$ cat src/rtl/alu_cmd_issuer.sv
// Command-side initiator for the ALU execution units: issues one operation on the shared
// operand bus, pulses the selected unit enable, then returns the unit result or a timeout error.
module alu_cmd_issuer #(
    parameter int alu_width = 16,
    parameter int TIMEOUT   = 8
) (
    input  logic                 clk,
    input  logic                 rst,
    input  logic                 cmd_valid,
    output logic                 cmd_ready,
    input  logic [alu_width-1:0] cmd_a,
    input  logic [alu_width-1:0] cmd_b,
    input  logic [3:0]           cmd_op,
    output logic [alu_width-1:0] A,
    output logic [alu_width-1:0] B,
    output logic [1:0]           alu_fun,
    output logic                 arith_enable,
    output logic                 logic_enable,
    output logic                 cmp_enable,
    output logic                 shift_enable,
    input  logic [alu_width-1:0] unit_out,
    input  logic                 unit_flag,
    output logic                 rsp_valid,
    input  logic                 rsp_ready,
    output logic [alu_width-1:0] rsp_data,
    output logic                 rsp_err,
    output logic                 busy
);

    localparam int cnt_w = (TIMEOUT > 1) ? $clog2(TIMEOUT) : 1;
    localparam logic [cnt_w-1:0] cnt_last = cnt_w'(TIMEOUT - 1);

    localparam logic [1:0] IDLE  = 2'd0;
    localparam logic [1:0] ISSUE = 2'd1;
    localparam logic [1:0] WAIT  = 2'd2;
    localparam logic [1:0] RESP  = 2'd3;

    logic [1:0]       state_r;
    logic [1:0]       state_nxt_s;
    logic [1:0]       sel_r;
    logic [cnt_w-1:0] cnt_r;
    logic             wait_done_s;

    assign wait_done_s = unit_flag || (cnt_r == cnt_last);

    // Next-state decode of the issue/wait/response sequence.
    always_comb begin
        state_nxt_s = state_r;
        case (state_r)
            IDLE: begin
                if (cmd_valid) begin
                    state_nxt_s = ISSUE;
                end else begin
                    state_nxt_s = IDLE;
                end
            end
            ISSUE: begin
                state_nxt_s = WAIT;
            end
            WAIT: begin
                if (wait_done_s) begin
                    state_nxt_s = RESP;
                end else begin
                    state_nxt_s = WAIT;
                end
            end
            RESP: begin
                if (rsp_ready) begin
                    state_nxt_s = IDLE;
                end else begin
                    state_nxt_s = RESP;
                end
            end
            default: begin
                state_nxt_s = IDLE;
            end
        endcase
    end

    // State register.
    always_ff @(posedge clk or posedge rst) begin
        if (rst) begin
            state_r <= IDLE;
        end else begin
            state_r <= state_nxt_s;
        end
    end

    // Operand bus, unit select, wait counter and response capture.
    always_ff @(posedge clk or posedge rst) begin
        if (rst) begin
            A        <= {alu_width{1'b0}};
            B        <= {alu_width{1'b0}};
            alu_fun  <= 2'b00;
            sel_r    <= 2'b00;
            cnt_r    <= {cnt_w{1'b0}};
            rsp_data <= {alu_width{1'b0}};
            rsp_err  <= 1'b0;
        end else begin
            case (state_r)
                IDLE: begin
                    if (cmd_valid) begin
                        A       <= cmd_a;
                        B       <= cmd_b;
                        alu_fun <= cmd_op[1:0];
                        sel_r   <= cmd_op[3:2];
                    end
                end
                ISSUE: begin
                    cnt_r <= {cnt_w{1'b0}};
                end
                WAIT: begin
                    // A flag arriving on the last allowed cycle still counts as an answer.
                    if (unit_flag) begin
                        rsp_data <= unit_out;
                        rsp_err  <= 1'b0;
                    end else if (cnt_r == cnt_last) begin
                        rsp_data <= {alu_width{1'b0}};
                        rsp_err  <= 1'b1;
                    end else begin
                        cnt_r <= cnt_r + cnt_w'(1);
                    end
                end
                default: begin
                    cnt_r <= cnt_r;
                end
            endcase
        end
    end

    // Enables and handshake flags decode straight from the state register so reset clears them at once.
    assign cmd_ready    = (state_r == IDLE);
    assign busy         = (state_r != IDLE);
    assign rsp_valid    = (state_r == RESP);
    assign arith_enable = (state_r == ISSUE) && (sel_r == 2'b00);
    assign logic_enable = (state_r == ISSUE) && (sel_r == 2'b01);
    assign cmp_enable   = (state_r == ISSUE) && (sel_r == 2'b10);
    assign shift_enable = (state_r == ISSUE) && (sel_r == 2'b11);

endmodule

$ cat config.mk
export PLATFORM = sky130hd
export DESIGN_NAME = alu_cmd_issuer
export DESIGN_NICKNAME = d
export VERILOG_FILES = /design/src/rtl/alu_cmd_issuer.sv
export SDC_FILE = /design/constraint.sdc
export NUM_CORES = 1
export LEC_CHECK = 0
export CORE_ASPECT_RATIO = 2
export CORE_MARGIN = 3
export CORE_UTILIZATION = 30
export DETAILED_ROUTE_END_ITERATION = 8
export SKIP_LAST_GASP = 1
export SLEW_MARGIN = 15
export SYNTH_ARGS = -nofsm -noshare
export SYNTH_HDL_FRONTEND = slang
export SYNTH_SLANG_ARGS = --single-unit
$ cat constraint.sdc
create_clock -name clk -period 2.4 [get_ports clk]
set_input_delay 0.48 -clock clk [delete_from_list [all_inputs] [get_ports clk]]
set_output_delay 0.48 -clock clk [all_outputs]
set_load 0.01 [all_outputs]
==> flow_summary.toml, run 1 <==
[outcome]
outcome = "finished clean"

[floorplanning]
rows = 45
design.core.area_sq_mm = 0.00771
pin_count = 115
die_h_um = 133
initial_core_util_pct = 31.2
fp.dieW_um = 69.4
die_area_sq_mm = 0.00921

[cts]
cts_resized = 0
hold_buffers = 0
clock_latency_ps = 320
cts_tree = "yes"
cts_max_level = 3
numCtsBuffers = 9
clock_sinks = 58
max-clock-path-buffers = 2
post_cts_buffers = 0
cts_root_buf = "clkbuf_16"
clk_pin_slew_ps = 50

[worst_setup_path]
r2r_slack_ps = 370
required_ps = 1920
startpoint_type = "flop"
end_kind = "output port"
cp.arrival_ps = 1710
crit_fanout = 4
path_class = "flop to output port"

[route]
drtPass1Iterations = 3
avgViaCountPerCell = 4.58
drt_iter0_drc = 99
ant_nets = 0
wl_per_cell_um = 15.7
vias = 1718
wl_um = 5890
drcViolationCount = 0

[yosys]
synth_flop_cell = "dfrtp_1"
synth_seq_cells = 58
async_flop_share_pct = 100
ys_warn_count = 0
synth_cell_types = 26
seq_area_frac_synth_pct = 60.2
synth_cells = 156
syn_nets = 215
synth_edf_count = 0
synth_area_sq_mm = 0.00241
synth.avg_cell_area_sq_um = 15.4

[cells_and_area]
finalInstanceArea_sq_mm = 0.00391
multi_input_area_sq_um = 868
seq_area_sq_mm = 0.00145
drive_gt1_share_pct = 19.6
nNetsFinal = 337
diodes = 0
area_growth_syn_to_layout_pct = 62.4
fillers = 673
final_cells = 375

[timing]
hold_slack_ps = 492
tns_ps = 0
tightest_slew_ps = 1060
finalSetupViolCount = 0
period_share_pct = 91.3
slew_violations = 0
slew_headroom_pct = 28.9
period_needed_ps = 2190
finalHoldViolations = 0
skew_ps = 4.94
fmax_mhz = 457
rsz0062_at_grt = "false"

[placed_design]
gp_congestion = 0.736
post_dp_cell_area_sq_mm = 0.00366
dp_hpwl_um = 4390
port_buffers = 114
place_inst = 361

[global_routing]
grt_usage_pct = 13.4
grt_pass1_vias = 1865
grt_first_pass_wirelength_um = 9640
met3_usage_pct = 3.80
antenna_found_initial = 0
use_met1_pct = 15.2
grtUsageMet2_pct = 23.0
grt.overflow.total = 0
grt_max_degree = 59
globalRoute.busiestLayer = "met2"

[run]
drv_cap = 0

[power]
p_per_area_mw_per_mm2 = 1310
ir_worst_vdd_v = 0.000610
p_leak_nw = 1.71

[worst_hold_path]
hp-class = "flop to flop"
-- layer usage --
metal / up-vias / share of wire [%]
li1: 799 / -
met1: 844 / 38
met2: 66 / 55
met3: 9 / 5.5
met4: 0 / 1.7
met5: - / 0
-- logic make-up (layout without fill, tap and decap cells) --
family,after synthesis,in the layout,share of synthesized area (%)
fa+ha+maj,2,2,1.04
compound gates,28,28,8.67
simple gates,20,20,4.98
flops,58,58,60.2
mux,36,36,21.3
buf+inv,12,137,3.74
-- synthesized netlist by cell type, types with 2 or more instances --
cell type	instances	area, sq um
mux2_4	29	435
a31oi_1	2	12.5
mux2_2	7	78.8
buf_6	5	56.3
nor2b_1	4	25.0
and2_1	2	12.5
o21ai_0	3	15.0
a22o_1	16	140
a21oi_1	4	20.0
inv_1	3	11.3
buf_2	3	15.0
ha_1	2	25.0
dfrtp_1	58	1450
nor2_1	3	11.3
nand2_1	4	15.0
-- worst paths after layout --
| check | startpoint | end | cells past startpoint |
|---|---|---|---|
| min in group asynchronous | rst | rsp_data[10]$_DFFE_PP0P_ | 3 |
| hold / removal | rsp_data[13]$_DFFE_PP0P_ | rsp_data[13]$_DFFE_PP0P_ | 1 |
| hold reg to reg | rsp_data[13]$_DFFE_PP0P_ | rsp_data[13]$_DFFE_PP0P_ | 1 |
| setup / recovery | state_r[1]$_DFF_PP0_ | arith_enable | 3 |
| max in group asynchronous | rst | B[12]$_DFFE_PP0P_ | 3 |
| setup reg to reg | cnt_r[0]$_DFFE_PP0P_ | rsp_data[9]$_DFFE_PP0P_ | 4 |
-- critical path, stage by stage (launching register included) --
cell and delay (ps):
dfrtp_1 370, nor2b_1 230, nor3b_1 230, clkdlybuf4s50_1 570
-- registers in the layout (all words and copies together), names as in the netlist --
register  flops
A            16
B            16
rsp_data     16
cnt_r         3
alu_fun       2
sel_r         2
state_r       2
rsp_err       1
-- per-stage QoR --
stage	setup slack, ps	total power, W	utilization [%]
4_1_cts	170	0.00524	50.7
6_report	210	0.00515	50.7
5_1_grt	69.5	0.00545	50.7
3_3_place_gp	245	0.00406	47.4
2_1_floorplan	492	0.00289	-
3_5_place_dp	179	0.00409	47.4
-- power by group --
part	internal, W	switching, W
sequential	0.00146	0.000281
clock	0.000713	0.000386
combinational	0.00149	0.000811
total	0.00367	0.00148
-- area by class of cell --
| type | count | share of cell area, % |
|---|---|---|
| Timing Repair Buffer | 120 | 30.9 |
| Tap cell | 94 | 3.01 |
| Multi-Input combinational cell | 86 | 22.2 |
| Sequential cell | 58 | 37.1 |
| Clock buffer | 14 | 6.49 |
| Inverter | 3 | 0.288 |
-- cell usage in the layout (no fill, tap or decap) --
master           instances
inv_1                    2
and3_1                   1
a31oi_1                  2
mux2_4                  29
clkbuf_8                 1
mux2_2                   7
clkbuf_16                9
o21ai_1                  1
and2_4                   1
inv_2                    1
ha_1                     2
o21ai_0                  3
nand2_1                  4
nor2_1                   3
and3b_1                  1
buf_4                    4
clkbuf_1                 4
a22o_1                  16
o31a_1                   1
nor3b_1                  1
nor2_4                   1
dfrtp_1                 58
a21o_1                   1
nor3_1                   1
nor4b_1                  1
nor2b_1                  4
a21oi_1                  4
and2_1                   2
clkdlybuf4s50_1        114
buf_12                   2
No activity file was read; power rests on OpenSTA's default activity.
==> inputs of run 2 (changes only) <==
CORE_ASPECT_RATIO = 1.75   (was 2)
==> run 2 against run 1 <==
Against the previous run: critical path type unchanged; cell area rose by 2.4%; largest cell class unchanged; via count is 0.58% higher; highest routed layer unchanged; routed wire length shrank 3.2%; sequential power barely moved.
==> flow_summary.toml, run 2 (synthesis gave the netlist of run 1 again) <==
[cells_and_area]
area_growth_syn_to_layout_pct = 66.3
final_cell_mix = "114 x clkdlybuf4s50_1, 57 x dfrtp_1, 29 x mux2_4"
diodes = 0
top_regs = "A: 16 flops, B: 16 flops, rsp_data: 16 flops"
final_common_cell = "clkdlybuf4s50_1"
nNetsFinal = 336
drive_gt1_share_pct = 22.0

[worst_setup_path]
required_ps = 1920
path_class = "flop to output port"
crit_fanout = 10
max_stage_delay_ps = 560
path_cells = "nor2b_2, nor3b_1, clkdlybuf4s50_1"
crit_slowest_cell = "clkdlybuf4s50_1"
r2r_slack_ps = 660
startpoint_type = "flop"
end_kind = "output port"
cp.arrival_ps = 1750

[power]
p_per_area_mw_per_mm2 = 1380
p_leak_nw = 1.75
power_w = 0.00551
ir_worst_vdd_v = 0.000776

[placed_design]
port_buffers = 114
dp_hpwl_um = 4120
gp_congestion = 0.684

[floorplanning]
rows = 42
initial_core_util_pct = 31.4
fp.dieW_um = 73.8
pin_count = 115
die_h_um = 125
design.core.area_sq_mm = 0.00767
die_area_sq_mm = 0.00919

[global_routing]
grt_max_degree = 36
antenna_found_initial = 0
grt.overflow.total = 0
grt_pass1_vias = 1814
grt_first_pass_wirelength_um = 9380
grt_usage_pct = 13.4

[route]
avgViaCountPerCell = 4.67
wl_met1_um = 2220
vias = 1728
wl_per_cell_um = 15.4
drtPass1Iterations = 4
highest-signal-layer = "met4"
wl_met2_um = 2880
wl_um = 5700
ant_nets = 0
drcViolationCount = 0
drt_iter0_drc = 49
wl_met3_um = 505

[outcome]
outcome = "finished clean"

[worst_hold_path]
hp-class = "flop to flop"

[timing]
finalSetupViolCount = 0
period_share_pct = 92.8
period_needed_ps = 2230
tightest_slew_ps = 673
skew_ps = 3.15
finalHoldViolations = 0
fmax_mhz = 449
rsz0062_at_grt = "false"
slew_violations = 0
slew_headroom_pct = 55.1
tns_ps = 0

[cts]
max-clock-path-buffers = 2
hold_buffers = 0
cts_root_buf = "clkbuf_16"
cts_max_level = 3
clock_sinks = 58
cts_tree = "yes"
clock_latency_ps = 320
clk_pin_slew_ps = 50
numCtsBuffers = 9

[run]
drv_cap = 0
-- run 2: power by group --
part | internal, W | leakage [nW] | total [W] | switching, W
clock | 0.00107 | 0.169 | 0.00148 | 0.000414
combinational | 0.00148 | 0.876 | 0.00227 | 0.000782
sequential | 0.00146 | 0.702 | 0.00176 | 0.000298
total | 0.00402 | 1.75 | 0.00551 | 0.00149
-- run 2: final timing paths --
path	startpoint	end	cells past startpoint
max reg2reg	state_r[1]$_DFF_PP0_	A[4]$_DFFE_PP0P_	5
min	rsp_data[11]$_DFFE_PP0P_	rsp_data[11]$_DFFE_PP0P_	1
max	state_r[0]$_DFF_PP0_	arith_enable	3
max in group asynchronous	rst	rsp_data[0]$_DFFE_PP0P_	3
min in group asynchronous	rst	rsp_data[10]$_DFFE_PP0P_	2
min reg2reg	rsp_data[11]$_DFFE_PP0P_	rsp_data[11]$_DFFE_PP0P_	1
-- run 2: worst max-delay path, delay by kind of cell, from the launching register on --
family        cells  cell delay [ps]
buf+inv           1              560
simple gates      2              410
flops             1              460
-- run 2: final cells by class --
type,count,area (sq um)
Fill cell,679,3670
Sequential cell,58,1450
Timing Repair Buffer,119,1200
Multi-Input combinational cell,86,875
Clock buffer,12,256
Tap cell,88,110
Clock inverter,4,97.6
Inverter,3,11.3
-- run 2: timing repair --
item,4_1_cts,5_1_grt
endpoints found under the setup margin,0,4
resized for setup,0,2
buffers inserted,0,0
-- run 2: per-layer routing --
layer | global-route usage, % | up-vias
li1 | - | 803
met1 | 15.4 | 840
met2 | 21.1 | 77
met3 | 5.82 | 8
met4 | 6.08 | 0
met5 | 0 | -
-- run 2: metrics by stage --
stage / hold WS, ps / instance area [sq um] / worst slack, ps / cells / utilization (%)
floorplan: 467 / 2410 / 492 / 156 / -
global placement: 481 / 3640 / 243 / 354 / 47.5
detailed placement: 480 / 3640 / 82.6 / 354 / 47.5
CTS: 500 / 4000 / 21.3 / 370 / 52.1
global route: 512 / 4010 / 73.8 / 370 / 52.2
finish: 495 / 4010 / 174 / 370 / 52.2
==> RTL change 1, RTL diff (flow settings as in run 2) <==
Reset style: synchronous (`rst`), changed in 2 clocked blocks.
--- a/src/rtl/alu_cmd_issuer.sv
+++ b/src/rtl/alu_cmd_issuer.sv
@@ -78,7 +78,7 @@
     end
 
     // State register.
-    always_ff @(posedge clk or posedge rst) begin
+    always_ff @(posedge clk) begin
         if (rst) begin
             state_r <= IDLE;
         end else begin
@@ -87,7 +87,7 @@
     end
 
     // Operand bus, unit select, wait counter and response capture.
-    always_ff @(posedge clk or posedge rst) begin
+    always_ff @(posedge clk) begin
         if (rst) begin
             A        <= {alu_width{1'b0}};
             B        <= {alu_width{1'b0}};
Function: differs if rst is asserted again (counterexample within 4 cycles, from zero or initial values and one cycle with rst high); with rst held inactive, the same outputs for 10 cycles.
==> RTL change 1 against run 2 <==
- routed wire length increased by 6.4%
- synthesized area decreased by 9.4%
- setup slack got worse by 58 ps
- register-to-register slack improved by 70 ps
- global-route usage increased by 1.3 points
- sequential cell count unchanged
- non-clock buffer count increased by 1
- critical path depth unchanged
- design area decreased by 9.7%
Power is not compared: it rests on default switching activity, and its combinational part moved more than twofold at a synthesized area within 25%.
==> RTL change 1: results (changes against run 2) <==
- The run finished with clean final reports.
- The number of filler cells placed in the layout was 692 (+1.9%).
- The global-route wire length before repair came to 9549 microns (+1.8%).
- The reg2reg setup slack is 730 ps (+70 ps).
- The maximum net fanout on the critical path is 12 (+2).
- The fraction of the yosys area taken by sequential cells came to 53.21% (-7.0 points).
- The worst hold path begins at B[0].
- The fraction of layout instances using a drive strength above 1 is 8.427% (-14 points).
- The net count after synthesis is 296 (+38%).
- The worst min-delay path class is flip-flop to flip-flop.
- For hold timing, the worst endpoint is B[0].
- The share of synthesized flip-flops with an asynchronous set or reset was 0% (-100 points).
- The maximum number of pins on one net before global-route repair is 30 (-17%).
- The half-perimeter wire length after detailed placement is 4401 microns (+6.7%).
- The total number of nets in the final design came to 410 (+22%).
- The count of unique library cells instantiated by Yosys came to 27 (+3.8%).
- Counting instances in the post-synthesis netlist gives the leading cell types as nand2_1 (76), dfxtp_1 (58), a21oi_1 (37), a22o_1 (16), buf_6 (11).
- Ranked by total cell area, the synthesized netlist is headed by dfxtp_1 (53%), nand2_1 (13%), a21oi_1 (8.5%).
- The cell count of the worst reg-to-reg path is 3 (-2).
- The startpoint of the most critical register-to-register path is state_r[1].
- The wire length after detailed routing is 6066 microns (+6.4%).
- The endpoint identified for the worst register-to-register timing path is rsp_data[6].
- The worst slack at placement came to 381.6 ps (+299.0 ps).
- The routability congestion estimate from global placement came to 0.7435 (+8.8%).
- The global-route met3 utilization is 5.068% (-0.75 points).
- The met1 track demand over resource is 15.82% (+0.42 points).
- The met2 global-route usage came to 24.30% (+3.2 points).
==> RTL change 1: stage by stage <==
stage	cell area, sq um	cells	total power, W	hold WS [ps]	util [%]
after global placement	3319	424	0.001496	440.6	47.72
after global routing	3620	440	0.002860	470.6	52.03
after floorplan	2182	237	0.001278	466.9	-
after detailed placement	3319	424	0.001501	445.7	47.72
final	3620	440	0.002735	451.2	52.03
after CTS	3618	440	0.002787	452.6	52.01
==> RTL change 1: cell type report <==
class	count	share of cell area, %
clock buffers	14	7.293
clock inverters	2	0.9679
inverters	5	0.5185
multi-input cells	157	23.57
flip-flops and latches	58	32.11
well taps	84	2.904
repair buffers	120	32.63
==> RTL change 1: worst max path at each step <==
stage	startpoint	endpoint	slack, ps	cells after the start
global route	state_r[1]	logic_enable	20	3
global placement	state_r[0]	arith_enable	440	3
detailed placement	state_r[0]	arith_enable	380	3
floorplan	cnt_r[0]	rsp_data[0]	860	6
finish	state_r[1]	logic_enable	120	3
CTS	state_r[0]	arith_enable	30	3
==> RTL change 1: cells by family after synthesis <==
family                   count (synthesis)  synth area share (%)
AO/OA/AOI/OAI                           65                 19.38
adder cells (fa/ha/maj)                  2                 1.147
buffers and inverters                   22                 7.683
flip-flops                              58                 53.21
AND/OR/NAND/NOR                         90                 18.58
==> RTL change 1: timing repair <==
action,4_1_cts,5_1_grt
hold endpoints to repair,0,0
setup buffers,0,0
setup endpoints to repair,0,1
hold buffers,0,0
gates resized for setup,0,1
==> RTL change 1: worst register-to-register path, stage by stage, from the launching register on <==
cell	delay, ps
dfxtp_1	550
nor2b_4	270
and3b_1	560
a22o_1	240
==> RTL change 1: metal layers <==
layer,vias up,part of all wire [%]
li1,1027,-
met1,922,39
met2,70,51
met3,15,6.8
met4,0,3.2
met5,-,0
==> RTL change 1: power groups by stage <==
stage	clock (W)	sequential, W	combinational [W]
after detailed placement	0	0.00108	0.000421
after global placement	0	0.00108	0.000418
after floorplan	0	0.00109	0.000183
final	0.00126	0.00106	0.000414
after CTS	0.00130	0.00106	0.000422
after global routing	0.00134	0.00107	0.000451
==> RTL change 2, RTL diff (flow settings as in run 2) <==
Made on the original files. Set the parameter `TIMEOUT` to 4 (it was 8).
--- a/src/rtl/alu_cmd_issuer.sv
+++ b/src/rtl/alu_cmd_issuer.sv
@@ -2,7 +2,7 @@
 // operand bus, pulses the selected unit enable, then returns the unit result or a timeout error.
 module alu_cmd_issuer #(
     parameter int alu_width = 16,
-    parameter int TIMEOUT   = 8
+    parameter int TIMEOUT   = 4
 ) (
     input  logic                 clk,
     input  logic                 rst,
Behaviour: not the same (Yosys sat finds a counterexample within 10 cycles, from zero or initial values and one cycle with rst high).
==> RTL change 2 against run 2 <==
- synthesized area fell by 1.9%
- count of clock-buffer cells in the layout fell by 1
- routed wire length rose by 5.7%
- setup slack got worse by 46 ps
- design area fell by 2.9%
- sequential cell count fell by 1
- power fell by 2.1%
- final cell count fell by 3.2%
- die area fell by 1.7%
- synthesized cell count fell by 7.1%
- clock power fell by 7%
- core utilization fell by 1.2 points
==> RTL change 2: results (changes against run 2) <==
- The startpoint of the most critical register-to-register path is cnt_r[0].
- The cell count of the worst reg-to-reg path is 3 (-2).
- The mux contribution to synthesized area is 22.38% (+1.0 points).
- The end point of the most critical hold path is rsp_data[12].
- The detailed router's first-iteration violation count is 68 (+39%).
- The final routed wire length divided by cell count is 16.84 microns (+9.3%).
- The maximum number of pins on one net before global-route repair is 58 (+61%).
- The worst hold-check slack was 496.4 ps (+1.147 ps).
- The wire length after detailed routing is 6029 microns (+5.7%).
- The arrival time reported for the critical path endpoint is 1790 ps (+40 ps).
- The met1 track demand over resource is 15.34% (-0.056 points).
- The clock buffer count came to 11 (-1).
- The number of filler cells placed in the layout is 668 (-1.6%).
- The worst slack at placement was 233.9 ps (+151.3 ps).
- The non-clock buffer instance count of the final layout is 117 (-1.7%).
- The fraction of layout instances using a drive strength above 1 is 21.85% (-0.13 points).
- The worst flop-to-flop path endpoint is rsp_data[14].
- The clock-net power came to 0.00138 W (-7%).
- The area of all placed cells without fillers is 3891 sq um (-2.9%).
- The final clock skew is 3.371 ps (+0.2179 ps).
- The run finished with clean final reports.
- The maximum resistive drop on vdd is 577.7 uV (-26%).
- The reg2reg setup slack was 540 ps (-120 ps).
- The routability congestion estimate from global placement is 0.7194 (+5.3%).
- The cell-internal power was 0.003886 W (-3.2%).
- The global-route wire length before repair was 8866 microns (-5.5%).
- The total number of nets in the final design came to 323 (-3.9%).
- The post-synthesis register bit count is 57 (-1.7%).
-- RTL change 2: cell families after synthesis --
family,after synthesis
adder cells (fa/ha/maj),1
AND/OR/NAND/NOR,16
buffers and inverters,11
multiplexers,37
AO/OA/AOI/OAI,23
flip-flops,57
-- RTL change 2: layer usage --
layer / routed length, microns / up-vias
met5: 0 / -
met4: 124 / 0
met3: 373 / 8
met2: 3233 / 63
met1: 2297 / 827
li1: - / 766
-- RTL change 2: how the worst max path moves through the flow --
| stage | startpoint | to | slack (ps) | cells after the start |
|---|---|---|---|---|
| finish | state_r[1] | arith_enable | 130 | 3 |
| global route | state_r[1] | arith_enable | 40 | 3 |
| CTS | state_r[1] | arith_enable | 100 | 3 |
| detailed placement | unit_flag | rsp_data[14] | 230 | 3 |
| global placement | unit_flag | rsp_data[8] | 260 | 3 |
| floorplan | rst | A[0] | 520 | 1 |
-- RTL change 2: critical path, delay by kind of cell (launching register included) --
family | cells | cell delay [ps]
flops | 1 | 450
simple gates | 2 | 460
buf+inv | 1 | 560
